===== src/rtl/div_sel_ctrl.sv =====
// rtl/div_sel_ctrl.sv - glitch-free programmable clock divider with 4-phase select handshake
// Ratio changes are deferred to the last cycle of the current div_out period.
module div_sel_ctrl #(
    parameter logic [2:0] DEFAULT_SEL = 3'd0
) (
    input  logic       clk,
    input  logic       reset,
    input  logic       sel_req,
    input  logic [2:0] sel_val,
    output logic       sel_ack,
    output logic       sel_err,
    output logic       busy,
    output logic [2:0] cur_sel,
    output logic       div_out,
    output logic       div_tick
);

    typedef enum logic [1:0] {
        IDLE    = 2'd0,
        PENDING = 2'd1,
        ACK     = 2'd2
    } state_t;

    state_t     state_q, state_d;
    logic [4:0] cnt_q, cnt_d;
    logic [2:0] cur_sel_q, cur_sel_d;
    logic [2:0] pend_sel_q, pend_sel_d;
    logic       err_d;
    logic       div_out_q, div_out_d;
    logic       div_tick_q;
    logic       sel_ack_q;
    logic       sel_err_q;
    logic       busy_q;
    logic [5:0] span;
    logic       boundary;
    logic [7:0] cnt_ext;

    // Low (cur_sel+1) bits all ones marks the final cycle of the current period.
    assign span     = (6'd2 << cur_sel_q) - 6'd1;
    assign boundary = ((cnt_q & span[4:0]) == span[4:0]);

    always_comb begin
        state_d    = state_q;
        cnt_d      = cnt_q + 5'd1;
        cur_sel_d  = cur_sel_q;
        pend_sel_d = pend_sel_q;
        err_d      = 1'b0;
        case (state_q)
            IDLE: begin
                if (sel_req) begin
                    if (sel_val > 3'd4) begin
                        err_d   = 1'b1;
                        state_d = ACK;
                    end else if (sel_val == cur_sel_q) begin
                        state_d = ACK;
                    end else begin
                        pend_sel_d = sel_val;
                        state_d    = PENDING;
                    end
                end
            end
            PENDING: begin
                if (boundary) begin
                    cnt_d     = 5'd0;
                    cur_sel_d = pend_sel_q;
                    state_d   = ACK;
                end
            end
            ACK: begin
                if (!sel_req) begin
                    state_d = IDLE;
                end
            end
            default: state_d = IDLE;
        endcase
    end

    // div_out is precomputed from next-state values so the output comes straight off a flop.
    assign cnt_ext   = {3'b000, cnt_d};
    assign div_out_d = cnt_ext[cur_sel_d];

    always_ff @(posedge clk) begin
        if (!reset) begin
            state_q    <= IDLE;
            cnt_q      <= 5'd0;
            cur_sel_q  <= DEFAULT_SEL;
            pend_sel_q <= DEFAULT_SEL;
            div_out_q  <= 1'b0;
            div_tick_q <= 1'b0;
            sel_ack_q  <= 1'b0;
            sel_err_q  <= 1'b0;
            busy_q     <= 1'b0;
        end else begin
            state_q    <= state_d;
            cnt_q      <= cnt_d;
            cur_sel_q  <= cur_sel_d;
            pend_sel_q <= pend_sel_d;
            div_out_q  <= div_out_d;
            div_tick_q <= div_out_d & ~div_out_q;
            sel_ack_q  <= (state_d == ACK);
            sel_err_q  <= err_d;
            busy_q     <= (state_d != IDLE);
        end
    end

    assign sel_ack  = sel_ack_q;
    assign sel_err  = sel_err_q;
    assign busy     = busy_q;
    assign cur_sel  = cur_sel_q;
    assign div_out  = div_out_q;
    assign div_tick = div_tick_q;

endmodule


===== config.mk =====
export PLATFORM = sky130hd
export DESIGN_NAME = div_sel_ctrl
export DESIGN_NICKNAME = d
export VERILOG_FILES = /design/src/rtl/div_sel_ctrl.sv
export SDC_FILE = /design/constraint.sdc
export NUM_CORES = 1
export LEC_CHECK = 0
export ABC_AREA = 1
export CAP_MARGIN = 20
export CORE_ASPECT_RATIO = 1.2
export CORE_UTILIZATION = 55
export CTS_BUF_LIST = sky130_fd_sc_hd__clkbuf_16
export CTS_CLUSTER_DIAMETER = 150
export DETAILED_ROUTE_END_ITERATION = 10
export GPL_TIMING_DRIVEN = 0
export PLACE_DENSITY_LB_ADDON = 0.15
export SLEW_MARGIN = 20
export SYNTH_ARGS = -nofsm -noshare
export SYNTH_HDL_FRONTEND = slang
export SYNTH_SLANG_ARGS = --single-unit

===== constraint.sdc =====
create_clock -name clk -period 3.5 [get_ports clk]
set_input_delay 0.7 -clock clk [delete_from_list [all_inputs] [get_ports clk]]
set_output_delay 0.7 -clock clk [all_outputs]
set_load 0.02 [all_outputs]

==> flow_summary.yaml, run 1 <==
floorplanning:
  die_h_um: 46.5
  die_width_um: 39.0
  initial_core_util_pct: 61.1
  dieArea_mm2: 0.00181
  pin_count: 14
  core_mm2: 0.00148
  rows: 15
worst_setup_path:
  rrSetupSlack_ns: 1.22
  slowest_delay_ns: 0.49
  path_cells: "inv_1 -> nor2_1 -> nand2_1 -> ha_1 -> inv_1 -> nand2_1 -> nand3_2 -> nor2_4 -> nand3_4 -> o21ai_0 -> inv_1 -> nand2_1 -> nand3_1 -> nand2_1 -> nor2_1"
  start_kind: "register"
  arrival_ns: 2.43
  crit_family: "simple AND/OR/NAND/NOR gates"
  cp-end-kind: "register"
  critPathSlowestCell: "dfxtp_1"
  setup.worst_path.class: "reg2reg"
  crit_buf_inv: 3
  crit_required_ns: 3.65
  crit_fanout: 6
  worst_path_most_repeated_cell: "nand2_1"
cts:
  cts_max_path_buffers: 2
  ctsHoldBuffers: 0
  ctsResizeCount: 0
  path_clk_slew_ns: 0.05
  cts_tree: "done"
  clock-sinks: 18
  clk_latency_ns: 0.25
  root_buffer: "clkbuf_16"
  post_cts_buffers: 0
  cts_inserted_buffers: 3
  cts-htree-levels: 1
global_route:
  grt_pass1_wl_mm: 3.32
  antenna_found_initial: 0
  grt_max_degree: 11
  grt_pass1_vias: 800
  track_usage_pct: 28.4
  gr-total-overflow: 0
logic_synthesis:
  syn_nets: 132
  synth_top_area_cell: "dfxtp_1"
  yosys_warnings: 0
  synth.area.mux_share_pct: 0
  synthAdderAreaFrac_pct: 2.76
  synth_top_family_by_area: "simple AND/OR/NAND/NOR gates"
  async_reset_ff_share_pct: 0
  ys_ff_latch: 18
  yosys-top-cells-count: "28 x nand2_1, 19 x inv_1, 19 x nor2_1"
  synth_cell_type_count: 20
  synthXorXnorAreaFrac_pct: 4.83
  synth_edf_count: 0
  synth.most_common_cell: "nand2_1"
  yosysSeqAreaShare_pct: 39.8
  ys_dominant_reg_cell: "dfxtp_1"
  syn_inst: 124
  netlist_top_cells_area: "dfxtp_1 40%, nand2_1 12%, inv_1 7.9%"
  syn-cell-area_um2: 906
  yosysTopAreaCellShare_pct: 39.8
  synth_compound_gate_area_share_pct: 6.77
  yosys.area_share.simple_pct: 36.3
  synth_area_per_cell_um2: 7.31
min_path:
  min_path_type: "reg2reg"
sta:
  fin_crit_sh_pct: 65.3
  fmax_mhz: 438
  final_max_slew_viol_count: 0
  fin_setup_tns_ns: 0
  rsz0062_at_grt: "false"
  hold_violations: 0
  worstMarginPinSlew_ns: 0.470
  setup_slack_ns: 1.22
  skew_ns: 0.00189
  setup_viol: 0
  slew_headroom_pct: 68.7
  fin_crit_ns: 2.28
pwr:
  power_frac_comb_pct: 17.3
  power_uw: 554
  intPower_uw: 410
  peakVddDrop_v: 0.000345
  switching_power_uw: 144
  seq_power_share_pct: 41.6
  p_leak_uw: 0.000531
  powerDensity_mw_per_mm2: 488
  pwr-share-clk_pct: 41.1
  netSwitchingFraction_pct: 26.0
route:
  avgRoutedWirePerCell_um: 14.1
  drc: 0
  drtIter0Drc: 35
  ant_nets: 0
  dr.pass1.iters: 4
  vias: 888
  vias_per_cell: 5.62
  routed_wl_mm: 2.23
place:
  dp.cells: 154
  dpl.hpwl_mm: 1.49
  place_ws_ns: 1.09
  gp_routability_congestion: 0.844
  numPortBuffers: 13
layout:
  fillCellCount: 112
  nNetsFinal: 150
  area_growth_pct: 25.4
  final_layout_size_suffix_gt1_share_pct: 7.80
  instances_no_fill: 158
  antenna_cells: 0
outcome:
  status: "complete, no violations"
flow_run:
  cap_violations: 0
path summary, 6_finish.rpt:
| kind | endpoint | cells past startpoint | from |
|---|---|---|---|
| worst max-delay path | div_tick | 15 | cur_sel[0] |
| worst min-delay path | div_tick | 1 | div_out |
| worst max register to register | div_tick | 15 | cur_sel[0] |
| worst min register to register | div_tick | 1 | div_out |
stage by stage:
| stage | cell area, um2 | hold slack (ns) | utilization [%] |
|---|---|---|---|
| floorplan | 906 | 0.444 | - |
| global placement | 1060 | 0.404 | 71.3 |
| detailed placement | 1060 | 0.412 | 71.3 |
| CTS | 1140 | 0.423 | 76.6 |
| global route | 1140 | 0.443 | 76.6 |
| finish | 1140 | 0.418 | 76.6 |
logic make-up after synthesis:
kind of cell / Yosys count
simple gates: 68
buf+inv: 21
xor+xnor: 5
compound gates: 10
fa+ha+maj: 2
flops: 18
power groups by stage:
| stage | clock network (uW) | logic (uW) | registers [uW] |
|---|---|---|---|
| 3_3_place_gp | 0 | 87.6 | 233 |
| 4_1_cts | 227 | 94.8 | 230 |
| 2_1_floorplan | 0 | 52.3 | 240 |
| 5_1_grt | 236 | 104 | 232 |
| 6_report | 228 | 95.9 | 230 |
| 3_5_place_dp | 0 | 91.4 | 234 |
layer usage:
layer | vias to the layer above | track usage, % | routed length (um)
met5 | - | 0 | 0
met4 | 0 | 20.7 | 103
met3 | 12 | 7.25 | 153
met2 | 44 | 51.0 | 1150
met1 | 402 | 26.9 | 825
li1 | 430 | - | -
flip-flops by register name, summed over array words and instances, names as in the netlist:
| signal | count |
|---|---|
| cnt_q | 5 |
| div_out | 1 |
| state_q | 2 |
| div_tick | 1 |
| sel_err | 1 |
| busy | 1 |
| cur_sel | 3 |
| pend_sel_q | 3 |
| sel_ack | 1 |
placed cells by master (no fill, tap or decap), drive strengths merged, types with 2 or more instances in the layout:
master,count
nor2,21
xor2,5
nand2,28
a21oi,5
dfxtp,18
clkdlybuf4s50,13
nand4,5
inv,19
o21ai,2
nand3,13
ha,2
clkbuf,4
layout make-up:
cell class	instances	area, um2	share of cell area (%)
Buffer	2	15.0	1.32
Clock buffer	3	75.1	6.61
Clock inverter	1	3.75	0.330
Inverter	19	71.3	6.28
Multi-Input combinational cell	85	459	40.4
Sequential cell	18	360	31.7
Tap cell	17	21.3	1.87
Timing Repair Buffer	13	130	11.5
No activity file was read; power rests on OpenSTA's default activity.
==> inputs of run 2 (changes only) <==
--- a/config.mk
+++ b/config.mk
@@ -8,7 +8,7 @@
 export ABC_AREA = 1
 export CAP_MARGIN = 20
 export CORE_ASPECT_RATIO = 1.2
-export CORE_UTILIZATION = 55
+export CORE_UTILIZATION = 46
 export CTS_BUF_LIST = sky130_fd_sc_hd__clkbuf_16
 export CTS_CLUSTER_DIAMETER = 150
 export DETAILED_ROUTE_END_ITERATION = 10
==> constraint.sdc (replaced) <==
create_clock -name clk -period 2 [get_ports clk]
set_input_delay 0.4 -clock clk [delete_from_list [all_inputs] [get_ports clk]]
set_output_delay 0.4 -clock clk [all_outputs]
set_load 0.02 [all_outputs]
==> run 2 against run 1 <==
The flow now finishes with violations (setup timing). Register-to-register slack worse by 1.3 ns. Critical path depth is 1 higher. Sequential share of layout area is 2.3 points lower. Worst setup slack worse by 1.3 ns. Largest cell class unchanged. Highest routed layer unchanged.
==> flow_summary.yaml, run 2 (synthesis results as in run 1) <==
place:
  gp_routability_congestion: 0.783
  dpl.hpwl_mm: 1.37
  numPortBuffers: 13
  dp.cells: 156
pwr:
  peakVddDrop_v: 0.000567
  p_leak_uw: 0.000575
  power_uw: 996
  powerDensity_mw_per_mm2: 800
floorplanning:
  die_h_um: 50.6
  core_mm2: 0.00185
  dieArea_mm2: 0.00215
  pin_count: 14
  die_width_um: 42.5
  rows: 17
  initial_core_util_pct: 49.0
worst_setup_path:
  cp-end-kind: "register"
  arrival_ns: 2.24
  rrSetupSlack_ns: -0.09
  crit_required_ns: 2.15
  r2r_end: "div_tick"
  setup.worst_path.class: "reg2reg"
  start_kind: "register"
  path_cells: "inv_2 -> nor2_2 -> nand2_1 -> ha_1 -> inv_1 -> nand2_1 -> nand3_2 -> nor2_4 -> nand3_4 -> buf_6 -> nand2_1 -> nand3_1 -> nand3_2 -> nand3_2 -> nand2_2 -> nor2_2"
  reg2reg_depth: 16
  critPathSlowestCell: "dfxtp_4"
  reg2reg_from: "cur_sel[0]"
  crit_fanout: 8
  slowest_delay_ns: 0.37
route:
  routed_wl_mm: 2.17
  drtIter0Drc: 18
  drc: 0
  dr.pass1.iters: 4
  vias_per_cell: 5.14
  vias: 853
  ant_nets: 0
  avgRoutedWirePerCell_um: 13.1
sta:
  slew_headroom_pct: 68.7
  fmax_mhz: 479
  setup_slack_ns: -0.0882
  fin_setup_tns_ns: -0.175
  final_max_slew_viol_count: 0
  hold_violations: 0
  worstMarginPinSlew_ns: 0.469
  setup_viol: 2
  fin_crit_sh_pct: 104
  fin_crit_ns: 2.09
  rsz0062_at_grt: "true"
  skew_ns: 0.00233
global_route:
  grt_pass1_vias: 752
  track_usage_pct: 19.9
  gr-total-overflow: 0
  grt_pass1_wl_mm: 3.15
  antenna_found_initial: 0
  grt_max_degree: 11
layout:
  antenna_cells: 0
  largest_reg_flops: 5
  final_layout_size_suffix_gt1_share_pct: 23.1
  fillCellCount: 164
  top_register: "cnt_q"
  area_growth_pct: 37.4
  utilization_pct: 67.3
  final_cell_mix: "23 x nand2_1, 18 x inv_1, 17 x nor2_1"
  instances_no_fill: 166
  layout.cells.most_common: "nand2_1"
  nNetsFinal: 156
cts:
  clock-sinks: 18
  cts_max_path_buffers: 2
  cts_inserted_buffers: 3
  clk_latency_ns: 0.25
  cts-htree-levels: 1
  path_clk_slew_ns: 0.05
  root_buffer: "clkbuf_16"
  cts_tree: "done"
outcome:
  status: "finished with violations"
  violations: "setup timing"
flow_run:
  cap_violations: 0
min_path:
  hp-start: "div_out"
  min_to: "div_tick"
  hold_path_depth: 1
  min_path_type: "reg2reg"
-- run 2: cell type report --
class	count	area, um2	area share [%]
Inverter	19	71.3	5.73
Clock inverter	1	3.75	0.302
Clock buffer	3	75.1	6.03
Multi-Input combinational cell	85	507	40.7
Buffer	2	15.0	1.21
Timing Repair Buffer	19	183	14.7
Tap cell	19	23.8	1.91
Sequential cell	18	367	29.4
-- run 2: power breakdown --
part | total, uW | switching (uW) | leakage [uW] | internal (uW)
Sequential | 402 | 17.6 | 0.000149 | 385
Clock | 405 | 139 | 0.0000385 | 266
Combinational | 189 | 106 | 0.000387 | 83.3
Total | 996 | 262 | 0.000575 | 734
-- run 2: stage by stage --
step	setup slack [ns]	instance area [um2]	hold WS [ns]
finish	-0.0882	1240	0.420
CTS	0.00123	1170	0.420
detailed placement	-0.0745	1060	0.407
floorplan	0.0197	911	0.444
global placement	-0.0778	1060	0.398
global route	-0.246	1240	0.448
-- run 2: worst max path at each step --
stage	from	end	slack, ns
floorplan	cur_sel[1]	div_tick	0.02
global placement	cur_sel[0]	div_tick	-0.08
detailed placement	cur_sel[1]	div_tick	-0.07
CTS	cur_sel[0]	div_tick	0.001
global route	cur_sel[1]	div_tick	-0.25
finish	cur_sel[0]	div_tick	-0.09
-- run 2: repair_timing --
item,in CTS,in global routing
endpoints found under the setup margin,2,2
pin swaps,2,8
hold endpoints to repair,0,0
hold buffers,0,0
buffers inserted,4,2
resized for setup,2,16
-- run 2: critical path: cells and delay by family (launching register included) --
family / cells / cell delay, ns
and+or+nand+nor: 12 / 1.09
DFF: 1 / 0.37
buffers and inverters: 3 / 0.24
adders and majority gates: 1 / 0.27
-- run 2: per-layer routing --
| layer | vias to the layer above | wire, um | track usage, % |
|---|---|---|---|
| li1 | 439 | - | - |
| met1 | 387 | 893 | 22.0 |
| met2 | 21 | 1170 | 35.4 |
| met3 | 6 | 65 | 4.32 |
| met4 | 0 | 38 | 9.38 |
| met5 | - | 0 | 0 |
